<file path="src/rtl/smsdac_mse_param.sv">
// Segmented mismatch-shaping DAC encoder: cascaded 3-level segments with
// per-segment shaping state, external or LFSR dither, registered outputs.
module smsdac_mse_param #(
    parameter int          NSEG       = 7,
    parameter int          DITHER_INT = 0,
    parameter logic [15:0] LFSR_SEED  = 16'hACE1
) (
    input  logic              clk,
    input  logic              rst_b,
    input  logic              en,
    input  logic              clr,
    input  logic [1:0]        mode,
    input  logic [NSEG-1:0]   x,
    input  logic              x_c,
    input  logic [NSEG-1:0]   r,
    output logic [2*NSEG-1:0] y,
    output logic              y_c,
    output logic              out_valid
);

    localparam logic [1:0] ZERO = 2'b00;
    localparam logic [1:0] POS  = 2'b01;
    localparam logic [1:0] NEG  = 2'b10;

    logic [2*NSEG-1:0] q;
    logic [2*NSEG-1:0] q_nxt;
    logic [2*NSEG-1:0] y_nxt;
    logic [NSEG:0]     c;
    logic [NSEG-1:0]   d;
    logic [15:0]       lfsr;
    logic              fb;
    logic              shape;

    assign d     = (DITHER_INT != 0) ? lfsr[NSEG-1:0] : r;
    assign fb    = lfsr[0] ^ lfsr[2] ^ lfsr[3] ^ lfsr[5];
    assign shape = (mode == 2'b00);

    // Ripple carry chain; a clr in the same cycle makes every segment see q=0.
    always_comb begin
        logic [1:0] qk;
        logic [1:0] s;
        logic [1:0] yk;
        logic       up;
        qk    = ZERO;
        s     = 2'd0;
        yk    = ZERO;
        up    = 1'b1;
        c     = '0;
        c[0]  = x_c;
        y_nxt = '0;
        q_nxt = '0;
        for (int k = 0; k < NSEG; k++) begin
            qk = clr ? ZERO : q[2*k +: 2];
            s  = {1'b0, x[k]} + {1'b0, c[k]};
            unique case (1'b1)
                mode[1]:           up = 1'b1;
                (mode == 2'b01):   up = d[k];
                default:           up = (qk == ZERO) ? d[k] : (qk == NEG);
            endcase
            case (s)
                2'd0: begin
                    yk       = ZERO;
                    c[k+1]   = 1'b0;
                end
                2'd1: begin
                    yk       = up ? POS : NEG;
                    c[k+1]   = ~up;
                end
                default: begin
                    yk       = ZERO;
                    c[k+1]   = 1'b1;
                end
            endcase
            y_nxt[2*k +: 2] = yk;
            if (!shape)
                q_nxt[2*k +: 2] = ZERO;
            else if (qk == ZERO)
                q_nxt[2*k +: 2] = yk;
            else if (yk == ZERO)
                q_nxt[2*k +: 2] = qk;
            else
                q_nxt[2*k +: 2] = ZERO;
        end
    end

    always_ff @(posedge clk or negedge rst_b) begin
        if (!rst_b) begin
            q         <= '0;
            lfsr      <= LFSR_SEED;
            y         <= '0;
            y_c       <= 1'b0;
            out_valid <= 1'b0;
        end else begin
            out_valid <= en;
            if (en) begin
                y    <= y_nxt;
                y_c  <= c[NSEG];
                lfsr <= {fb, lfsr[15:1]};
            end
            if (clr)
                q <= '0;
            else if (en)
                q <= q_nxt;
        end
    end

endmodule

</file>
<file path="config.mk">
export PLATFORM = sky130hd
export DESIGN_NAME = smsdac_mse_param
export DESIGN_NICKNAME = d
export VERILOG_FILES = /design/src/rtl/smsdac_mse_param.sv
export SDC_FILE = /design/constraint.sdc
export NUM_CORES = 1
export LEC_CHECK = 0
export ABC_AREA = 1
export BUFFER_PORTS_ARGS = -buffer_cell sky130_fd_sc_hd__buf_4
export CORE_ASPECT_RATIO = 0.7
export CORE_MARGIN = 10
export CORE_UTILIZATION = 40
export CTS_CLUSTER_DIAMETER = 80
export DETAILED_ROUTE_END_ITERATION = 12
export GPL_TIMING_DRIVEN = 0
export PLACE_DENSITY_LB_ADDON = 0.08
export SKIP_LAST_GASP = 1
export SLEW_MARGIN = 20
export SYNTH_ARGS = -nofsm -noshare
export SYNTH_HDL_FRONTEND = slang
export SYNTH_SLANG_ARGS = --single-unit
</file>
<file path="constraint.sdc">
create_clock -name clk -period 6.55 [get_ports clk]
set_input_delay 0.3275 -clock clk [delete_from_list [all_inputs] [get_ports clk]]
set_output_delay 0.3275 -clock clk [all_outputs]
set_load 0.005 [all_outputs]
</file>
==> results.sh, run 1 <==
export IMPL_grt_pass1_vias=1609
export IMPL_clock_latency_ps=290
export IMPL_worst_ep_arrival_time_ps=4770
export IMPL_crit_path_top_delay_cell="dfrtp_1"
export IMPL_post_synth_top_area_cell="dfrtp_1"
export IMPL_syn_area_um2=1920
export IMPL_cp_start_kind="flip-flop"
export IMPL_drive_above_1_share_pct=23.9
export IMPL_io_pins=37
export IMPL_yosys_cell_types_count=23
export IMPL_cts_buffers=5
export IMPL_min_from="en"
export IMPL_skew_ps=4.48
export IMPL_timing_max_cap_violations=0
export IMPL_synth_seq_cells=30
export IMPL_critPathKind="reg -> reg"
export IMPL_cp_required_ps=6730
export IMPL_relSlewSlack_pct=71.8
export IMPL_finalSetupTns_ps=0
export IMPL_whs_path_depth=1
export IMPL_seq_area_um2=751
export IMPL_routed_wl_um=4770
export IMPL_synth_area_leaders="dfrtp_1 (39%), nand2_1 (23%), nand3_1 (6.0%), inv_1 (4.7%), ha_1 (4.6%)"
export IMPL_wl_per_cell_um=13.2
export IMPL_ant_nets=0
export IMPL_die_area_um2=8000
export IMPL_viasPerCell=4.80
export IMPL_syn_nets=291
export IMPL_area_growth_pct=23.2
export IMPL_core_area_um2=4480
export IMPL_first_pass_iters=4
export IMPL_cts_max_level=2
export IMPL_drc=0
export IMPL_clock_sinks=30
export IMPL_grt_pass1_wl_um=7900
export IMPL_die_h_um=77.9
export IMPL_worst_path_max_fanout=5
export IMPL_worstRegToRegCells=32
export IMPL_most_common_layout_cells="nand2_1 (115), buf_4 (34), dfrtp_1 (30), inv_1 (24), nand3_1 (23)"
export IMPL_ys_seq_area_share_pct=39.2
export IMPL_rows=20
export IMPL_worstHoldEndpoint="out_valid$_DFF_PN0_"
export IMPL_drt_iter0_drc=119
export IMPL_io_buffers=34
export IMPL_cellLeakagePower_nw=1.33
export IMPL_grt_usage_pct=12.5
export IMPL_rsz0062_at_grt="no"
export IMPL_syn_avg_cell_area_um2=7.29
export IMPL_drv_slew=0
export IMPL_r2r_end="q[12]$_DFFE_PN0P_"
export IMPL_cts_repair_resized=0
export IMPL_nFillCells=471
export IMPL_max_stage_delay_ps=420
export IMPL_rrSetupSlack_ps=1960
export IMPL_netlist_instances=263
export IMPL_max_freq_mhz=218
export IMPL_n_antenna_cell=0
export IMPL_clk_pin_slew_ps=60
export IMPL_grt_overflow=0
export IMPL_final_nets=333
export IMPL_multi_input_area_um2=998
export IMPL_r2r_start="q[1]$_DFFE_PN0P_"
export IMPL_yosysTopAreaCellShare_pct=39.2
export IMPL_cpMostUsedCell="nand2_1"
export IMPL_vias=1734
export IMPL_gp_congestion=0.785
export IMPL_utilization_pct=52.7
export IMPL_hpwlAfterDp_um=3720
export IMPL_initial_core_util_pct=42.8
export IMPL_clk_path_buf_depth=2
export IMPL_setup_viol=0
export IMPL_hold_class="in -> reg"
export IMPL_outcome="finished clean"
export IMPL_worst_slew_pin_transition_ps=424
export IMPL_yosysWarnings=0
export IMPL_final_common_cell="nand2_1"
export IMPL_die_w_um=103
export IMPL_grt_max_degree=31
export IMPL_ir_worst_vdd_mv=0.0707
export IMPL_period_share_pct=70.1
export IMPL_cts_tree="done"
export IMPL_hold_viol_final=0
export IMPL_end_kind="flip-flop"
export IMPL_grt_antenna_before_repair=0
export IMPL_cts_root_buffer="clkbuf_8"
export IMPL_layout_min_cycle_time_ps=4590
export IMPL_pwr_density_cell_nw_per_um2=236
-- power breakdown --
part,internal [mW],switching [mW]
clock,0.106,0.0684
sequential,0.205,0.0111
combinational,0.0695,0.0966
total,0.380,0.176
-- stage by stage --
step           total power [mW]  setup slack [ps]  cell area (um2)  std cells  hold WS (ps)
3_5_place_dp              0.387              1700             2240        352           282
3_3_place_gp              0.384              1740             2240        352           285
6_report                  0.556              1960             2360        361           233
4_1_cts                   0.564              1970             2360        361           227
5_1_grt                   0.594              1580             2360        361           232
2_1_floorplan             0.316              2430             1920        263          31.9
-- synth_stat cells, drive strengths merged --
cell type  instances
ha                 7
buf                6
nand4              7
nand2            123
nor4               1
a21oi              3
clkbuf             2
nand3             26
inv               27
o21ai             15
o31ai              3
nor2              13
dfrtp             30
-- timing repair --
item,in CTS,in global routing
hold buffers,1,0
setup buffers,0,0
endpoints found under the hold margin,30,0
setup endpoints to repair,0,0
-- cell families after synthesis --
group / share of synthesized area (%)
AOI/OAI and AO/OA: 7.64
adders and majority gates: 4.57
buffers and inverters: 8.75
DFF: 39.2
and+or+nand+nor: 39.9
-- registers in the layout, summed over array words and instances (netlist names) --
name / cells
y_c: 1
out_valid: 1
q: 14
y: 14
-- worst max-delay path by stage --
stage	endpoint	depth (start not counted)	startpoint	slack [ps]
5_1_grt	q[12]$_DFFE_PN0P_	32	q[1]$_DFFE_PN0P_	1580
4_1_cts	q[12]$_DFFE_PN0P_	32	q[1]$_DFFE_PN0P_	1970
3_5_place_dp	q[12]$_DFFE_PN0P_	34	clr	1700
6_report	q[12]$_DFFE_PN0P_	32	q[1]$_DFFE_PN0P_	1960
2_1_floorplan	q[13]$_DFFE_PN0P_	31	mode[0]	2430
3_3_place_gp	q[12]$_DFFE_PN0P_	35	clr	1740
-- worst max-delay path: cells and delay by family, from the launching register on --
family,cells,cell delay [ps]
DFF,1,420
buffers and inverters,6,660
and+or+nand+nor,20,1300
adders and majority gates,6,2100
-- metal layers --
metal	routed length, um	global-route usage [%]
met5	0	0
met4	70	4.99
met3	370	4.51
met2	1860	15.7
met1	2470	18.2
-- layout make-up --
cell class                      count  share of cell area [%]
Multi-Input combinational cell    198                    42.3
Sequential cell                    30                    31.8
Timing Repair Buffer               35                    11.2
Clock buffer                        8                    4.66
Inverter                           27                    4.29
Tap cell                           55                    2.91
Buffer                              8                    2.81
No activity file was read; power rests on OpenSTA's default activity.
==> run 2, diff against run 1 <==
--- a/config.mk
+++ b/config.mk
@@ -5,7 +5,7 @@
 export SDC_FILE = /design/constraint.sdc
 export NUM_CORES = 1
 export LEC_CHECK = 0
-export ABC_AREA = 1
+export ABC_AREA = 0
 export BUFFER_PORTS_ARGS = -buffer_cell sky130_fd_sc_hd__buf_4
 export CORE_ASPECT_RATIO = 0.7
 export CORE_MARGIN = 10
==> constraint.sdc (replaced) <==
create_clock -name clk -period 4.4 [get_ports clk]
set_input_delay 0.22 -clock clk [delete_from_list [all_inputs] [get_ports clk]]
set_output_delay 0.22 -clock clk [all_outputs]
set_load 0.005 [all_outputs]
==> run 2 against run 1 <==
Sequential share of layout area up 0.81 points. Worst setup slack worse by 1800 ps. Synthesized area down 10%. Clock power up 21%. First-iteration DRC count down 34%. Clock skew down 2.1 ps. Sequential power up 50%. Final area down 2.5%. Critical endpoint unchanged. Highest routed layer unchanged.
==> results.sh, run 2 <==
export IMPL_finalInstanceArea_um2=2300
export IMPL_pwr_density_cell_nw_per_um2=365
export IMPL_cts_max_level=2
export IMPL_area_growth_pct=33.4
export IMPL_vias=1567
export IMPL_synth_most_common_cell="dfrtp_1"
export IMPL_grt_usage_pct=13.5
export IMPL_setup_slack_ps=203
export IMPL_place_ws_ps=-482
export IMPL_syn_nets=200
export IMPL_syn_avg_cell_area_um2=10.0
export IMPL_ant_nets=0
export IMPL_setup_viol=0
export IMPL_hold_class="in -> reg"
export IMPL_cp_buffers_inverters=1
export IMPL_yosys_most_used_dff="dfrtp_1"
export IMPL_cts_buffers=5
export IMPL_timing_max_cap_violations=0
export IMPL_placed_area_um2=2050
export IMPL_hpwlAfterDp_um=3470
export IMPL_io_buffers=35
export IMPL_layout_min_cycle_time_ps=4200
export IMPL_grt_pass1_wl_um=7890
export IMPL_wl_per_cell_um=18.5
export IMPL_rows=19
export IMPL_die_w_um=98.5
export IMPL_grt_max_degree=31
export IMPL_gp_congestion=0.800
export IMPL_core_area_um2=4040
export IMPL_viasPerCell=5.64
export IMPL_final_nets=254
export IMPL_async_flop_share_pct=100
export IMPL_hold_slack_ps=77.3
export IMPL_clk_path_buf_depth=2
export IMPL_cts_tree="done"
export IMPL_end_kind="flip-flop"
export IMPL_worstPathCellList="nor3b_4, o32ai_2, a21oi_1, ha_1, nor2_2, a21oi_2, ha_4, nor2_4, a21oi_2, ha_1, nor2_1, a21oi_2, ha_4, nor2_4, a21oi_2, ha_1, buf_4, a21oi_1, ha_1, o211ai_1, o2bb2ai_1"
export IMPL_drive_above_1_share_pct=35.0
export IMPL_yosysWarnings=0
export IMPL_skew_ps=2.41
export IMPL_max_freq_mhz=238
export IMPL_yosysTopAreaCellShare_pct=43.5
export IMPL_worst_path_max_fanout=5
export IMPL_drt_iter0_drc=78
export IMPL_relSlewSlack_pct=41.6
export IMPL_nFillCells=377
export IMPL_outcome="finished clean"
export IMPL_post_synth_top_area_cell="dfrtp_1"
export IMPL_syn_area_um2=1730
export IMPL_die_h_um=75.0
export IMPL_synth_edf_count=0
export IMPL_die_area_um2=7380
export IMPL_rsz0062_at_grt="yes"
export IMPL_initial_core_util_pct=42.7
export IMPL_ir_worst_vdd_mv=0.192
export IMPL_crit_path_top_delay_cell="dfrtp_1"
export IMPL_cp_start_kind="flip-flop"
export IMPL_clock_sinks=30
export IMPL_drc=0
export IMPL_first_pass_iters=4
export IMPL_p_total_mw=0.840
export IMPL_critPathKind="reg -> reg"
export IMPL_worst_slew_pin_transition_ps=874
export IMPL_netlist_instances=172
export IMPL_period_share_pct=95.4
export IMPL_io_pins=37
export IMPL_max_stage_delay_ps=390
export IMPL_final_common_cell="buf_4"
export IMPL_synth_area_leaders="dfrtp_1 (44%), o2bb2ai_1 (7.1%), ha_1 (5.1%), o22ai_1 (5.1%), o22ai_2 (5.1%)"
export IMPL_hold_viol_final=0
export IMPL_cellLeakagePower_nw=1.00
export IMPL_grt_pass1_vias=1657
export IMPL_grt_antenna_before_repair=0
export IMPL_yosys_cell_types_count=22
export IMPL_synth_commonest_cells="dfrtp_1 (30), inv_1 (22), nor2_1 (14), o22ai_1 (14), o2bb2ai_1 (14)"
export IMPL_most_common_layout_cells="buf_4 (47), dfrtp_1 (30), inv_1 (22), o2bb2ai_1 (14), o22ai_1 (14)"
export IMPL_worst_ep_arrival_time_ps=4400
export IMPL_clock_latency_ps=280
export IMPL_clk_pin_slew_ps=60
export IMPL_n_antenna_cell=0
export IMPL_ys_seq_area_share_pct=43.5
export IMPL_cp_required_ps=4600
export IMPL_cts_root_buffer="clkbuf_8"
export IMPL_utilization_pct=57.0
export IMPL_reg_top3="q: 14 flops, y: 14 flops"
export IMPL_cp_top_family="adder cells"
export IMPL_drv_slew=0
export IMPL_routed_wl_um=5140
export IMPL_grt_overflow=0
export IMPL_synth_seq_cells=30
run 2: cell count changes in the layout (fill, tap and decap cells not counted), sizes merged, moves of 13 or more:
cell / previous run / this run
nand2: 123 / 7
buf: 40 / 53
nand3: 26 / 0
o22ai: 0 / 21
o21ai: 15 / 1
o2bb2ai: 0 / 14
run 2: cells by family (layout without fill, tap and decap cells):
kind of cell	count (synthesis)	count (layout)	synth area share, %
compound gates	63	63	29.9
mux	1	1	0.580
simple gates	38	38	12.2
buf+inv	33	87	8.70
flops	30	30	43.5
fa+ha+maj	7	7	5.08
run 2: final cells by class:
| class | count | area [um2] | area share (%) |
|---|---|---|---|
| Timing Repair Buffer | 48 | 363 | 15.8 |
| Buffer | 10 | 63.8 | 2.77 |
| Clock buffer | 7 | 76.3 | 3.32 |
| Sequential cell | 30 | 751 | 32.6 |
| Inverter | 22 | 82.6 | 3.59 |
| Tap cell | 52 | 65.1 | 2.83 |
| Multi-Input combinational cell | 109 | 901 | 39.1 |
run 2: repair_timing:
action / in CTS / in global routing
endpoints found under the setup margin: 5 / 5
hold endpoints to repair: 30 / 0
buffers inserted: 3 / 9
resized for setup: 1 / 13
hold buffers: 1 / 0
gates cloned: 0 / 0
pin swaps: 5 / 14
run 2: where the power goes:
part / switching, mW / internal, mW / leakage, nW
combinational: 0.145 / 0.161 / 0.563
clock: 0.102 / 0.109 / 0.0383
sequential: 0.0170 / 0.307 / 0.400
total: 0.263 / 0.577 / 1.00
run 2: metal layers:
layer / track usage, % / vias to the layer above / wire (um)
met5: 0 / - / 0
met3: 4.57 / 8 / 330
met2: 21.5 / 46 / 2430
met1: 16.1 / 761 / 2310
li1: - / 752 / -
met4: 7.13 / 0 / 68
run 2: path summary, 6_finish.rpt:
kind | start | end | slack (ps) | cells past startpoint
hold reg to reg | y_c$_DFFE_PN0P_ | y_c$_DFFE_PN0P_ | 520 | 2
max in group asynchronous | rst_b | y[13]$_DFFE_PN0P_ | 3710 | 2
setup / recovery | q[1]$_DFFE_PN0P_ | q[12]$_DFFE_PN0P_ | 200 | 21
min in group asynchronous | rst_b | y[8]$_DFFE_PN0P_ | 400 | 2
hold / removal | en | out_valid$_DFF_PN0_ | 80 | 1
setup reg to reg | q[1]$_DFFE_PN0P_ | q[12]$_DFFE_PN0P_ | 200 | 21
run 2: metrics by stage:
| stage | std cells | setup TNS (ps) |
|---|---|---|
| after global placement | 259 | -2030 |
| final | 278 | 0 |
| after CTS | 269 | 0 |
| after detailed placement | 259 | -2110 |
| after global routing | 278 | -110 |
| after floorplan | 172 | 0 |
==> run 3, diff against run 2 <==
--- a/config.mk
+++ b/config.mk
@@ -8,12 +8,12 @@
 export ABC_AREA = 0
 export BUFFER_PORTS_ARGS = -buffer_cell sky130_fd_sc_hd__buf_4
 export CORE_ASPECT_RATIO = 0.7
-export CORE_MARGIN = 10
+export CORE_MARGIN = 4
 export CORE_UTILIZATION = 40
 export CTS_CLUSTER_DIAMETER = 80
 export DETAILED_ROUTE_END_ITERATION = 12
 export GPL_TIMING_DRIVEN = 0
-export PLACE_DENSITY_LB_ADDON = 0.08
+export PLACE_DENSITY_LB_ADDON = 0.2
 export SKIP_LAST_GASP = 1
 export SLEW_MARGIN = 20
 export SYNTH_ARGS = -nofsm -noshare
==> run 3 against run 2 <==
Flip-flop and latch count stayed put. Register-to-register slack worse by 30 ps. Power is 7.4% higher. Non-clock buffer count stayed put. Final cell count is 0.36% higher. Via count is 2.3% higher. Maximum frequency is 0.71% lower. Core utilization is 0.96 points higher. Critical endpoint unchanged. Routed wire length is 0.47% lower. Combinational power is 3% lower.
==> results.sh, run 3 (synthesis gave the netlist of run 2 again) <==
export IMPL_skew_ps=8.74
export IMPL_critPathKind="reg -> reg"
export IMPL_hpwlAfterDp_um=3350
export IMPL_clk_path_buf_depth=2
export IMPL_drc=0
export IMPL_routed_wl_um=5120
export IMPL_grt_antenna_before_repair=0
export IMPL_placed_area_um2=2050
export IMPL_cp_start_kind="flip-flop"
export IMPL_pwr_density_cell_nw_per_um2=385
export IMPL_gp_congestion=0.809
export IMPL_setup_viol=0
export IMPL_timing_max_cap_violations=0
export IMPL_grt_max_degree=31
export IMPL_outcome="finished clean"
export IMPL_drive_above_1_share_pct=36.6
export IMPL_setup_slack_ps=173
export IMPL_cts_root_buffer="clkbuf_8"
export IMPL_grt_overflow=0
export IMPL_viasPerCell=5.75
export IMPL_grt_pass1_wl_um=7950
export IMPL_end_kind="flip-flop"
export IMPL_relSlewSlack_pct=38.6
export IMPL_io_buffers=35
export IMPL_initial_core_util_pct=42.7
export IMPL_worst_slew_pin_transition_ps=919
export IMPL_finalInstanceArea_um2=2340
export IMPL_ir_worst_vdd_mv=0.246
export IMPL_cts_max_level=2
export IMPL_drt_iter0_drc=87
export IMPL_grt_pass1_vias=1660
export IMPL_clock_latency_ps=300
export IMPL_core_area_um2=4040
export IMPL_cp_required_ps=4610
export IMPL_reg_top3="q: 14 flops, y: 14 flops"
export IMPL_hold_class="in -> reg"
export IMPL_period_share_pct=96.1
export IMPL_final_common_cell="buf_4"
export IMPL_die_h_um=63.0
export IMPL_die_area_um2=5450
export IMPL_die_w_um=86.5
export IMPL_clk_pin_slew_ps=60
export IMPL_cts_tree="done"
export IMPL_clock_sinks=30
export IMPL_place_ws_ps=-589
export IMPL_io_pins=37
export IMPL_area_growth_pct=35.7
export IMPL_worst_ep_arrival_time_ps=4440
export IMPL_first_pass_iters=4
export IMPL_cts_buffers=5
export IMPL_hold_viol_final=0
export IMPL_vias=1603
export IMPL_grt_usage_pct=19.2
export IMPL_worst_path_max_fanout=4
export IMPL_ant_nets=0
export IMPL_max_freq_mhz=237
export IMPL_rows=19
export IMPL_finalSetupTns_ps=0
export IMPL_final_nets=254
export IMPL_drv_slew=0
export IMPL_layout_min_cycle_time_ps=4230
export IMPL_n_antenna_cell=0
export IMPL_cellLeakagePower_nw=1.02
export IMPL_most_common_layout_cells="buf_4 (47), dfrtp_1 (30), inv_1 (22), o2bb2ai_1 (14), o22ai_1 (14)"
export IMPL_wl_per_cell_um=18.3
-- run 3: power by group --
group | internal [mW] | total, mW | switching, mW | leakage [nW]
Clock | 0.167 | 0.282 | 0.116 | 0.0579
Combinational | 0.153 | 0.296 | 0.142 | 0.562
Sequential | 0.307 | 0.325 | 0.0177 | 0.400
-- run 3: path summary, 6_finish.rpt --
check / from / end / slack [ps] / depth (start not counted)
worst min register to register: q[13]$_DFFE_PN0P_ / q[13]$_DFFE_PN0P_ / 520 / 1
min in group asynchronous: rst_b / q[6]$_DFFE_PN0P_ / 390 / 2
worst max-delay path: q[1]$_DFFE_PN0P_ / q[12]$_DFFE_PN0P_ / 170 / 21
worst min-delay path: en / out_valid$_DFF_PN0_ / 70 / 1
worst max register to register: q[1]$_DFFE_PN0P_ / q[12]$_DFFE_PN0P_ / 170 / 21
max in group asynchronous: rst_b / y_c$_DFFE_PN0P_ / 3710 / 2
-- run 3: area by class of cell --
class / instances / area [um2]
Timing Repair Buffer: 48 / 363
Sequential cell: 30 / 751
Clock buffer: 5 / 68.8
Fill cell: 361 / 1700
Clock inverter: 3 / 40.0
Tap cell: 52 / 65.1
Multi-Input combinational cell: 109 / 907
Inverter: 22 / 82.6
Buffer: 10 / 63.8
-- run 3: repair_timing --
item | 4_1_cts | 5_1_grt
hold buffers | 1 | 0
endpoints found under the hold margin | 30 | 0
pin swaps | 6 | 14
setup endpoints to repair | 5 | 5
resized for setup | 3 | 11
setup buffers | 5 | 7
-- run 3: stage by stage --
stage,power [mW],cells,util (%),hold WS (ps)
6_report,0.902,279,57.9,69.1
5_1_grt,0.954,279,57.9,61.4
4_1_cts,0.866,273,55.3,65.3
3_5_place_dp,0.559,259,50.8,175
3_3_place_gp,0.549,259,50.8,170
2_1_floorplan,0.460,172,-,-75.6
-- run 3: routing by layer --
| metal | track usage [%] | share of wire [%] | vias to the layer above |
|---|---|---|---|
| met3 | 7.25 | 6.1 | 6 |
| met1 | 22.9 | 43 | 784 |
| met2 | 31.7 | 50 | 58 |
| li1 | - | - | 755 |
| met4 | 6.03 | 0.74 | 0 |
| met5 | 0 | 0 | - |
-- run 3: worst max-delay path: stages, from the launching register on --
cell,delay [ps]
dfrtp_1,400
nor3b_4,170
o32ai_2,340
a21oi_1,130
ha_1,350
nor2_2,140
a21oi_2,70
ha_4,330
nor2_4,40
a21oi_2,140
ha_4,230
nor2_1,110
a21oi_1,50
ha_1,360
nor2_2,50
a21oi_2,160
ha_4,230
nor2_2,80
a21oi_1,50
ha_1,370
o211ai_1,140
o2bb2ai_1,210
